`src/rtl/fft_frame_sched.sv`:
```
// rtl/fft_frame_sched.sv - frame scheduler, result latch and AGC for the 8-band spectrum engine
//
// Optional feature macro: FFT_PEAK_HOLD_EN
//   defined     : per-band peak-hold registers drive peak_data (DECAY_SHIFT parameter present)
//   not defined : peak_data is a combinational alias of frame_data
//
// Ports:
//   clk, rst            system clock, asynchronous active-high reset
//   enable              1 = schedule frames; 0 = finish the current frame, then idle
//   frame_period[15:0]  cycles between successive triggers; 0 = back-to-back
//   mode_cfg[2:0]       engine mode, sampled on the trigger cycle
//   agc_en              1 = AGC may move fft_gain; 0 = gain frozen
//   fft_trigger         one-cycle trigger pulse to the engine
//   fft_mode[2:0]       mode to the engine, held for the frame
//   fft_gain[7:0]       gain to the engine
//   fft_valid           engine result strobe (only honoured while waiting)
//   fft_data[95:0]      engine result, band k at [12k+11:12k]
//   frame_valid         one-cycle pulse: frame_data updated
//   frame_data[95:0]    last good spectrum, held between frames
//   peak_data[95:0]     per-band peak-hold spectrum
//   frame_cnt[15:0]     completed-frame counter, wraps
//   timeout_err         one-cycle pulse when the engine fails to answer in time
module fft_frame_sched #(
    parameter int unsigned TIMEOUT   = 255,
    parameter int unsigned GAIN_INIT = 128,
    parameter int unsigned GAIN_MIN  = 16,
    parameter int unsigned GAIN_MAX  = 255,
    parameter int unsigned GAIN_STEP = 8,
    parameter int unsigned HI_THR    = 3584,
    parameter int unsigned LO_THR    = 1024
`ifdef FFT_PEAK_HOLD_EN
    ,
    parameter int unsigned DECAY_SHIFT = 3
`endif
) (
    input  logic        clk,
    input  logic        rst,
    input  logic        enable,
    input  logic [15:0] frame_period,
    input  logic [2:0]  mode_cfg,
    input  logic        agc_en,
    output logic        fft_trigger,
    output logic [2:0]  fft_mode,
    output logic [7:0]  fft_gain,
    input  logic        fft_valid,
    input  logic [95:0] fft_data,
    output logic        frame_valid,
    output logic [95:0] frame_data,
    output logic [95:0] peak_data,
    output logic [15:0] frame_cnt,
    output logic        timeout_err
);
    typedef enum logic [2:0] {S_IDLE, S_TRIG, S_WAIT, S_LATCH, S_AGC} state_t;

    localparam logic [15:0] TIMEOUT_C   = 16'(TIMEOUT);
    localparam logic [7:0]  GAIN_INIT_C = 8'(GAIN_INIT);
    localparam logic [8:0]  GAIN_MIN_C  = 9'(GAIN_MIN);
    localparam logic [8:0]  GAIN_MAX_C  = 9'(GAIN_MAX);
    localparam logic [8:0]  GAIN_STEP_C = 9'(GAIN_STEP);
    localparam logic [11:0] HI_THR_C    = 12'(HI_THR);
    localparam logic [11:0] LO_THR_C    = 12'(LO_THR);

    state_t      state_q, state_d;
    logic [15:0] period_cnt;
    logic [15:0] wait_cnt;
    logic [95:0] cap_data;
    logic [11:0] band_max;
    logic [8:0]  gain_up;
    logic [7:0]  gain_next;
    logic        trig_go;

    // The trigger lands on the cycle after this decision, so compare the
    // count the period counter will hold then; this spaces triggers exactly
    // frame_period cycles apart when the frame finishes early enough.
    assign trig_go = enable && (({1'b0, period_cnt} + 17'd1) >= {1'b0, frame_period});

    always_comb begin
        state_d     = state_q;
        fft_trigger = 1'b0;
        frame_valid = 1'b0;
        timeout_err = 1'b0;
        case (state_q)
            S_IDLE: begin
                if (trig_go) state_d = S_TRIG;
            end
            S_TRIG: begin
                fft_trigger = 1'b1;
                state_d     = S_WAIT;
            end
            S_WAIT: begin
                // A result arriving on the timeout cycle is still accepted.
                if (fft_valid) begin
                    state_d = S_LATCH;
                end else if (wait_cnt == TIMEOUT_C) begin
                    timeout_err = 1'b1;
                    state_d     = S_IDLE;
                end
            end
            S_LATCH: begin
                frame_valid = 1'b1;
                state_d     = S_AGC;
            end
            S_AGC: begin
                state_d = S_IDLE;
            end
            default: state_d = S_IDLE;
        endcase
    end

    always_comb begin
        band_max = '0;
        for (int k = 0; k < 8; k++) begin
            if (frame_data[12*k +: 12] > band_max) band_max = frame_data[12*k +: 12];
        end
    end

    // Gain arithmetic is carried in 9 bits so the clamps never see a wrap.
    always_comb begin
        gain_up   = {1'b0, fft_gain} + GAIN_STEP_C;
        gain_next = fft_gain;
        if (agc_en) begin
            if (band_max > HI_THR_C) begin
                if ({1'b0, fft_gain} >= (GAIN_MIN_C + GAIN_STEP_C))
                    gain_next = fft_gain - GAIN_STEP_C[7:0];
                else
                    gain_next = GAIN_MIN_C[7:0];
            end else if (band_max < LO_THR_C) begin
                gain_next = (gain_up > GAIN_MAX_C) ? GAIN_MAX_C[7:0] : gain_up[7:0];
            end
        end
    end

    always_ff @(posedge clk or posedge rst) begin
        if (rst) begin
            state_q    <= S_IDLE;
            period_cnt <= '0;
            wait_cnt   <= '0;
            fft_mode   <= '0;
            fft_gain   <= GAIN_INIT_C;
            cap_data   <= '0;
            frame_data <= '0;
            frame_cnt  <= '0;
        end else begin
            state_q <= state_d;

            // Reads 0 on the trigger cycle, then counts up and saturates.
            if (state_q == S_IDLE && state_d == S_TRIG)
                period_cnt <= '0;
            else if (period_cnt != 16'hFFFF)
                period_cnt <= period_cnt + 16'd1;

            if (state_q == S_TRIG) begin
                wait_cnt <= '0;
                fft_mode <= mode_cfg;
            end else if (state_q == S_WAIT) begin
                wait_cnt <= wait_cnt + 16'd1;
            end

            if (state_q == S_WAIT && fft_valid) cap_data <= fft_data;

            if (state_q == S_LATCH) begin
                frame_data <= cap_data;
                frame_cnt  <= frame_cnt + 16'd1;
            end

            if (state_q == S_AGC) fft_gain <= gain_next;
        end
    end

`ifdef FFT_PEAK_HOLD_EN
    logic [95:0] peak_q;
    logic [95:0] peak_next;

    always_comb begin
        peak_next = peak_q;
        for (int k = 0; k < 8; k++) begin
            if (cap_data[12*k +: 12] > peak_q[12*k +: 12])
                peak_next[12*k +: 12] = cap_data[12*k +: 12];
            else
                peak_next[12*k +: 12] = peak_q[12*k +: 12] - (peak_q[12*k +: 12] >> DECAY_SHIFT);
        end
    end

    always_ff @(posedge clk or posedge rst) begin
        if (rst)
            peak_q <= '0;
        else if (state_q == S_LATCH)
            peak_q <= peak_next;
    end

    assign peak_data = peak_q;
`else
    assign peak_data = frame_data;
`endif

endmodule
```
`config.mk`:
```
export PLATFORM = sky130hd
export DESIGN_NAME = fft_frame_sched
export DESIGN_NICKNAME = d
export VERILOG_FILES = /design/src/rtl/fft_frame_sched.sv
export SDC_FILE = /design/constraint.sdc
export NUM_CORES = 1
export LEC_CHECK = 0
export ABC_CLOCK_PERIOD_IN_PS = 46300
export CAP_MARGIN = 5
export CORE_ASPECT_RATIO = 1.75
export CORE_UTILIZATION = 26
export DETAILED_ROUTE_END_ITERATION = 6
export DONT_BUFFER_PORTS = 1
export GPL_ROUTABILITY_DRIVEN = 0
export PLACE_DENSITY_LB_ADDON = 0.3
export SLEW_MARGIN = 15
export SYNTH_ARGS = -nofsm -noshare
export SYNTH_HDL_FRONTEND = slang
export SYNTH_SLANG_ARGS = --single-unit
```
`constraint.sdc`:
```
create_clock -name clk -period 46.3 [get_ports clk]
set_clock_uncertainty 0.2 [all_clocks]
set_input_delay 4.63 -clock clk [delete_from_list [all_inputs] [get_ports clk]]
set_output_delay 4.63 -clock clk [all_outputs]
set_load 0.02 [all_outputs]
```
==> flow_summary.json, run 1 <==
{
  "outcome": "complete, but fails checks",
  "violations": "DRC",
  "die-area_um2": 58300,
  "cts.sink_count": 252,
  "final_common_cell": "nand2_1",
  "drv_slew": 0,
  "pin_count": 342,
  "timing.setup.tns_ns": 0,
  "start_util_pct": 26.4,
  "nets": 1669,
  "firstDrtPassIters": 7,
  "max_freq_mhz": 59.9,
  "synth_cells": 1558,
  "antenna_found_initial": 7,
  "fin_crit_ns": 16.70,
  "cts-root-buf": "clkbuf_16",
  "core_um2": 56400,
  "yosys_warnings": 0,
  "synth-edff-count": 0,
  "io_buffers": 0,
  "dp_hpwl_um": 33500,
  "dp_cells": 2180,
  "vias": 10689,
  "synth.area.top_cells": "dfrtp_1 42%, mux2_2 8.7%, ha_1 8.3%, nand2_1 7.1%, buf_4 4.9%",
  "cts_hold_buf": 0,
  "synth_fp_nets": 1777,
  "rsz0062_at_grt": "no",
  "grt_pass1_vias": 11150,
  "max-cap-violations": 0,
  "n_antenna_cell": 0,
  "syn_avg_cell_area_um2": 9.56,
  "grt-ovfl-total": 0,
  "yosys.area.top_type": "dfrtp_1",
  "area_delta_synth_final_pct": 7.01,
  "synth_cell_types": 91,
  "fin_cells": 2232,
  "rows": 115,
  "crit_slowest_cell": "dfrtp_1",
  "h-tree-depth": 1,
  "cts_buffer_depth": 3,
  "grt.total_usage_pct": 15.3,
  "postPlaceCellArea_um2": 15000,
  "clk_pin_slew_ns": 0.07,
  "endpoint_kind": "flop",
  "drive_gt1_share_pct": 14.5,
  "wire_per_inst_um": 19.9,
  "drt_iter0_markers": 539,
  "vias_per_cell": 4.79,
  "hold_path_class": "reg -> reg",
  "cts_tree": "built",
  "seq_area_frac_synth_pct": 42.4,
  "slew_headroom_pct": 36.1,
  "cp_max_fo": 25,
  "grt_max_degree": 135,
  "ant_nets": 0,
  "reg2reg_slack_ns": 29.60,
  "worstPathArrival_ns": 17.01,
  "highest_layer": "met5",
  "worstSetupStartpointType": "flop",
  "final_area_um2": 15900,
  "drc": 2,
  "route.met3.wl_um": 3050,
  "worst_pin_slew_ns": 0.951,
  "setup_violations": 0,
  "fin_hold_ws_ns": 0.260,
  "synthFlopType": "dfrtp_1",
  "wl_met1_um": 15900,
  "cts-buffers-inserted": 28,
  "grt_pass1_wl_um": 67800,
  "async_flop_share_pct": 100,
  "dr_wl_met2_um": 23700,
  "path_class": "reg -> reg",
  "slowest_delay_ns": 0.84,
  "synth.top_cell.area_share_pct": 42.2,
  "post-route-period-util_pct": 36.1,
  "required_ns": 46.61,
  "post_cts_buffers": 0,
  "die_y_um": 319,
  "routed_wl_um": 44500,
  "cts_resized": 0,
  "die_w_um": 183,
  "syn_area_um2": 14900,
  "synth-seq-cells": 252,
  "final_cell_mix": "280 x nand2_1, 251 x dfrtp_1, 115 x mux2_2, 106 x inv_1, 99 x ha_1",
  "clkLatencyLatePin_ns": 0.58,
  "hold_viol_final": 0
}
synth_stat cells (8+ instances only):
library cell / count
nand4_1: 23
nand3_1: 36
nor3_1: 13
nor2b_1: 16
nand2_1: 280
ha_1: 99
buf_4: 98
xnor2_1: 25
a21o_1: 11
nand2b_1: 16
xor2_1: 24
inv_1: 107
clkbuf_1: 46
o211ai_1: 10
o21ai_0: 65
nor2_1: 80
dfrtp_1: 251
and3_1: 8
a21oi_1: 78
mux2i_1: 22
mux2_2: 115
cell type report:
type | instances | area (µm²)
Tap cell | 760 | 951
Multi-Input combinational cell | 1048 | 7240
Fill cell | 6019 | 40500
Sequential cell | 252 | 6310
Timing Repair Buffer | 12 | 103
Inverter | 108 | 415
Clock buffer | 37 | 776
Clock inverter | 15 | 144
critical path: cells and delay by family, from the launching register on:
kind                     cells  cell delay [ns]
AO/OA/AOI/OAI               30             7.84
flip-flops                   1             0.84
adder cells (fa/ha/maj)      7             2.13
buffers and inverters        5             0.67
AND/OR/NAND/NOR             24             3.50
multiplexers                 3             1.42
cells by family after synthesis:
| family | after synthesis | synth area share (%) |
|---|---|---|
| xor gates and xnor gates | 49 | 2.88 |
| muxes | 139 | 10.4 |
| buffers and inverters | 258 | 9.08 |
| and+or+nand+nor | 515 | 15.7 |
| AOI/OAI and AO/OA | 245 | 11.2 |
| DFF | 252 | 42.4 |
| adders and majority gates | 100 | 8.38 |
flip-flops by register name, indices dropped and copies added, names as in the netlist:
signal / flops
cap_data: 96
frame_data: 96
frame_cnt: 16
period_cnt: 16
wait_cnt: 16
fft_gain: 6
fft_mode: 3
state_q: 3
metrics by stage:
stage | util (%) | setup slack, ns
3_5_place_dp | 26.6 | 29.62
5_1_grt | 28.3 | 28.22
6_report | 28.3 | 29.60
3_3_place_gp | 26.6 | 30.21
4_1_cts | 28.3 | 29.58
2_1_floorplan | - | 31.44
final timing paths:
check,startpoint,end,depth (start not counted)
min in group asynchronous,rst,cap_data[81]$_DFFE_PP0P_,1
setup reg to reg,frame_data[5]$_DFFE_PP0P_,fft_gain[6]$_DFFE_PP0P_,69
hold / removal,cap_data[77]$_DFFE_PP0P_,frame_data[77]$_DFFE_PP0P_,2
setup / recovery,frame_data[5]$_DFFE_PP0P_,fft_gain[6]$_DFFE_PP0P_,69
max in group asynchronous,rst,frame_data[45]$_DFFE_PP0P_,2
hold reg to reg,cap_data[77]$_DFFE_PP0P_,frame_data[77]$_DFFE_PP0P_,2
layer usage:
layer,up-vias,global-route usage [%]
met5,-,0
met1,5224,15.6
met3,99,4.07
met4,12,6.63
li1,5024,-
met2,330,28.5
Power of run 1 is left out: the tool's default activity adds up to more than one toggle a clock period on the data nets, which glitch-free logic cannot reach.
==> inputs of run 2 (changes only) <==
ABC_CLOCK_PERIOD_IN_PS = 14300   (was 46300)
clock period = 14.3 ns   (was 46.3 ns; I/O delays follow)
==> flow_summary.json, run 2 (same netlist as run 1, synthesis figures left out) <==
{
  "outcome": "finished clean",
  "rr_endpoint": "fft_gain[5]$_DFFE_PP0P_",
  "nets": 1759,
  "hold_path_class": "reg -> reg",
  "worstPathArrival_ns": 14.06,
  "dp_cells": 2226,
  "core_um2": 56400,
  "antenna_found_initial": 7,
  "slew_headroom_pct": 37.2,
  "crit_buf_inv": 12,
  "slowest_delay_ns": 0.49,
  "ant_nets": 0,
  "drive_gt1_share_pct": 23.6,
  "grt-ovfl-total": 0,
  "hold_start": "cap_data[63]$_DFFE_PP0P_",
  "drc": 0,
  "post-route-period-util_pct": 96.5,
  "crit_slowest_cell": "a311o_2",
  "critPathTopFamily": "compound AO/OA/AOI/OAI gates",
  "fin_hold_ws_ns": 0.259,
  "drv_slew": 0,
  "holdPathEnd": "frame_data[63]$_DFFE_PP0P_",
  "worstSetupStartpointType": "flop",
  "worstHoldPathCells": 2,
  "setup_violations": 0,
  "fin_crit_ns": 13.79,
  "h-tree-depth": 1,
  "finish.utilization_pct": 30.4,
  "grt_pass1_vias": 11371,
  "start_util_pct": 26.4,
  "die-area_um2": 58300,
  "max_freq_mhz": 72.5,
  "firstDrtPassIters": 5,
  "reg_top3": "cap_data x96, frame_data x96",
  "endpoint_kind": "flop",
  "final_cell_mix": "280 x nand2_1, 251 x dfrtp_1, 112 x mux2_2, 104 x inv_1, 90 x buf_4",
  "pin_count": 342,
  "io_buffers": 0,
  "die_w_um": 183,
  "cts_hold_buf": 0,
  "wire_per_inst_um": 20.0,
  "drt_iter0_markers": 576,
  "cts-buffers-inserted": 28,
  "grt_max_degree": 80,
  "worst_pin_slew_ns": 0.943,
  "reg2reg_slack_ns": 0.51,
  "rows": 115,
  "path_class": "reg -> reg",
  "vias": 11158,
  "cts-root-buf": "clkbuf_16",
  "die_y_um": 319,
  "dp_hpwl_um": 34400,
  "cts_buffer_depth": 3,
  "cts_tree": "built",
  "postPlaceCellArea_um2": 15400,
  "required_ns": 14.57,
  "r2r-start": "frame_data[1]$_DFFE_PP0P_",
  "worstRegToRegCells": 72,
  "final_area_um2": 17200,
  "clk_pin_slew_ns": 0.06,
  "grt_pass1_wl_um": 69200,
  "hold_viol_final": 0,
  "routed_wl_um": 46500,
  "final_common_cell": "nand2_1",
  "cp_max_fo": 12,
  "area_delta_synth_final_pct": 15.2,
  "vias_per_cell": 4.81,
  "max-cap-violations": 0,
  "clkLatencyLatePin_ns": 0.58,
  "cts.sink_count": 252,
  "grt.total_usage_pct": 15.6,
  "fin_cells": 2321
}
[run 2: through the flow]
| stage | setup WS, ns | TNS [ns] |
|---|---|---|
| 3_3_place_gp | 0.0110 | 0 |
| 6_report | 0.505 | 0 |
| 2_1_floorplan | 0.0147 | 0 |
| 4_1_cts | 0.0108 | 0 |
| 3_5_place_dp | -0.448 | -1.93 |
| 5_1_grt | -0.132 | -0.313 |
[run 2: repair_timing]
| item | in CTS | in global routing |
|---|---|---|
| buffers inserted | 9 | 29 |
| gates resized for setup | 18 | 81 |
| pin swaps | 7 | 30 |
| gates cloned | 3 | 3 |
| setup endpoints to repair | 6 | 6 |
[run 2: worst max-delay path by stage]
stage                               startpoint                       to  slack, ns  cells past startpoint
floorplan            frame_data[1]$_DFFE_PP0P_  fft_gain[6]$_DFFE_PP0P_       0.01                     77
CTS                 frame_data[10]$_DFFE_PP0P_  fft_gain[6]$_DFFE_PP0P_       0.01                     75
global placement    frame_data[11]$_DFFE_PP0P_  fft_gain[6]$_DFFE_PP0P_       0.01                     73
finish               frame_data[1]$_DFFE_PP0P_  fft_gain[5]$_DFFE_PP0P_       0.51                     72
global route         frame_data[1]$_DFFE_PP0P_  fft_gain[6]$_DFFE_PP0P_      -0.13                     74
detailed placement  frame_data[10]$_DFFE_PP0P_  fft_gain[6]$_DFFE_PP0P_      -0.45                     66
[run 2: tightest hold or removal path: cells and delay by family, from the launching register on]
kind          cells  cell delay (ns)
flops             1             0.34
simple gates      2             0.09
[run 2: cell type report]
type,instances,area [µm²]
antenna,1,2.50
clock buffer,37,766
clock inverter,13,151
fill,5972,39300
inverter,108,415
multi-input combinational,1052,7760
sequential,252,6310
tap,760,951
timing repair buffer,98,797
[run 2: layer usage]
layer / track usage, % / up-vias / share of wire, %
met1: 15.9 / 5467 / 36
met4: 7.50 / 10 / 4.1
li1: - / 5187 / -
met2: 29.2 / 397 / 54
met3: 3.69 / 97 / 6.3
met5: 0 / - / 0.14
Power of run 2 is left out for the same reason.
==> inputs of run 3 (changes only) <==
SLEW_MARGIN = 20   (was 15)
==> results of run 3 <==
No change in the layout: final DEF, timing and power equal those of run 2.
Power of run 3 is left out for the same reason.
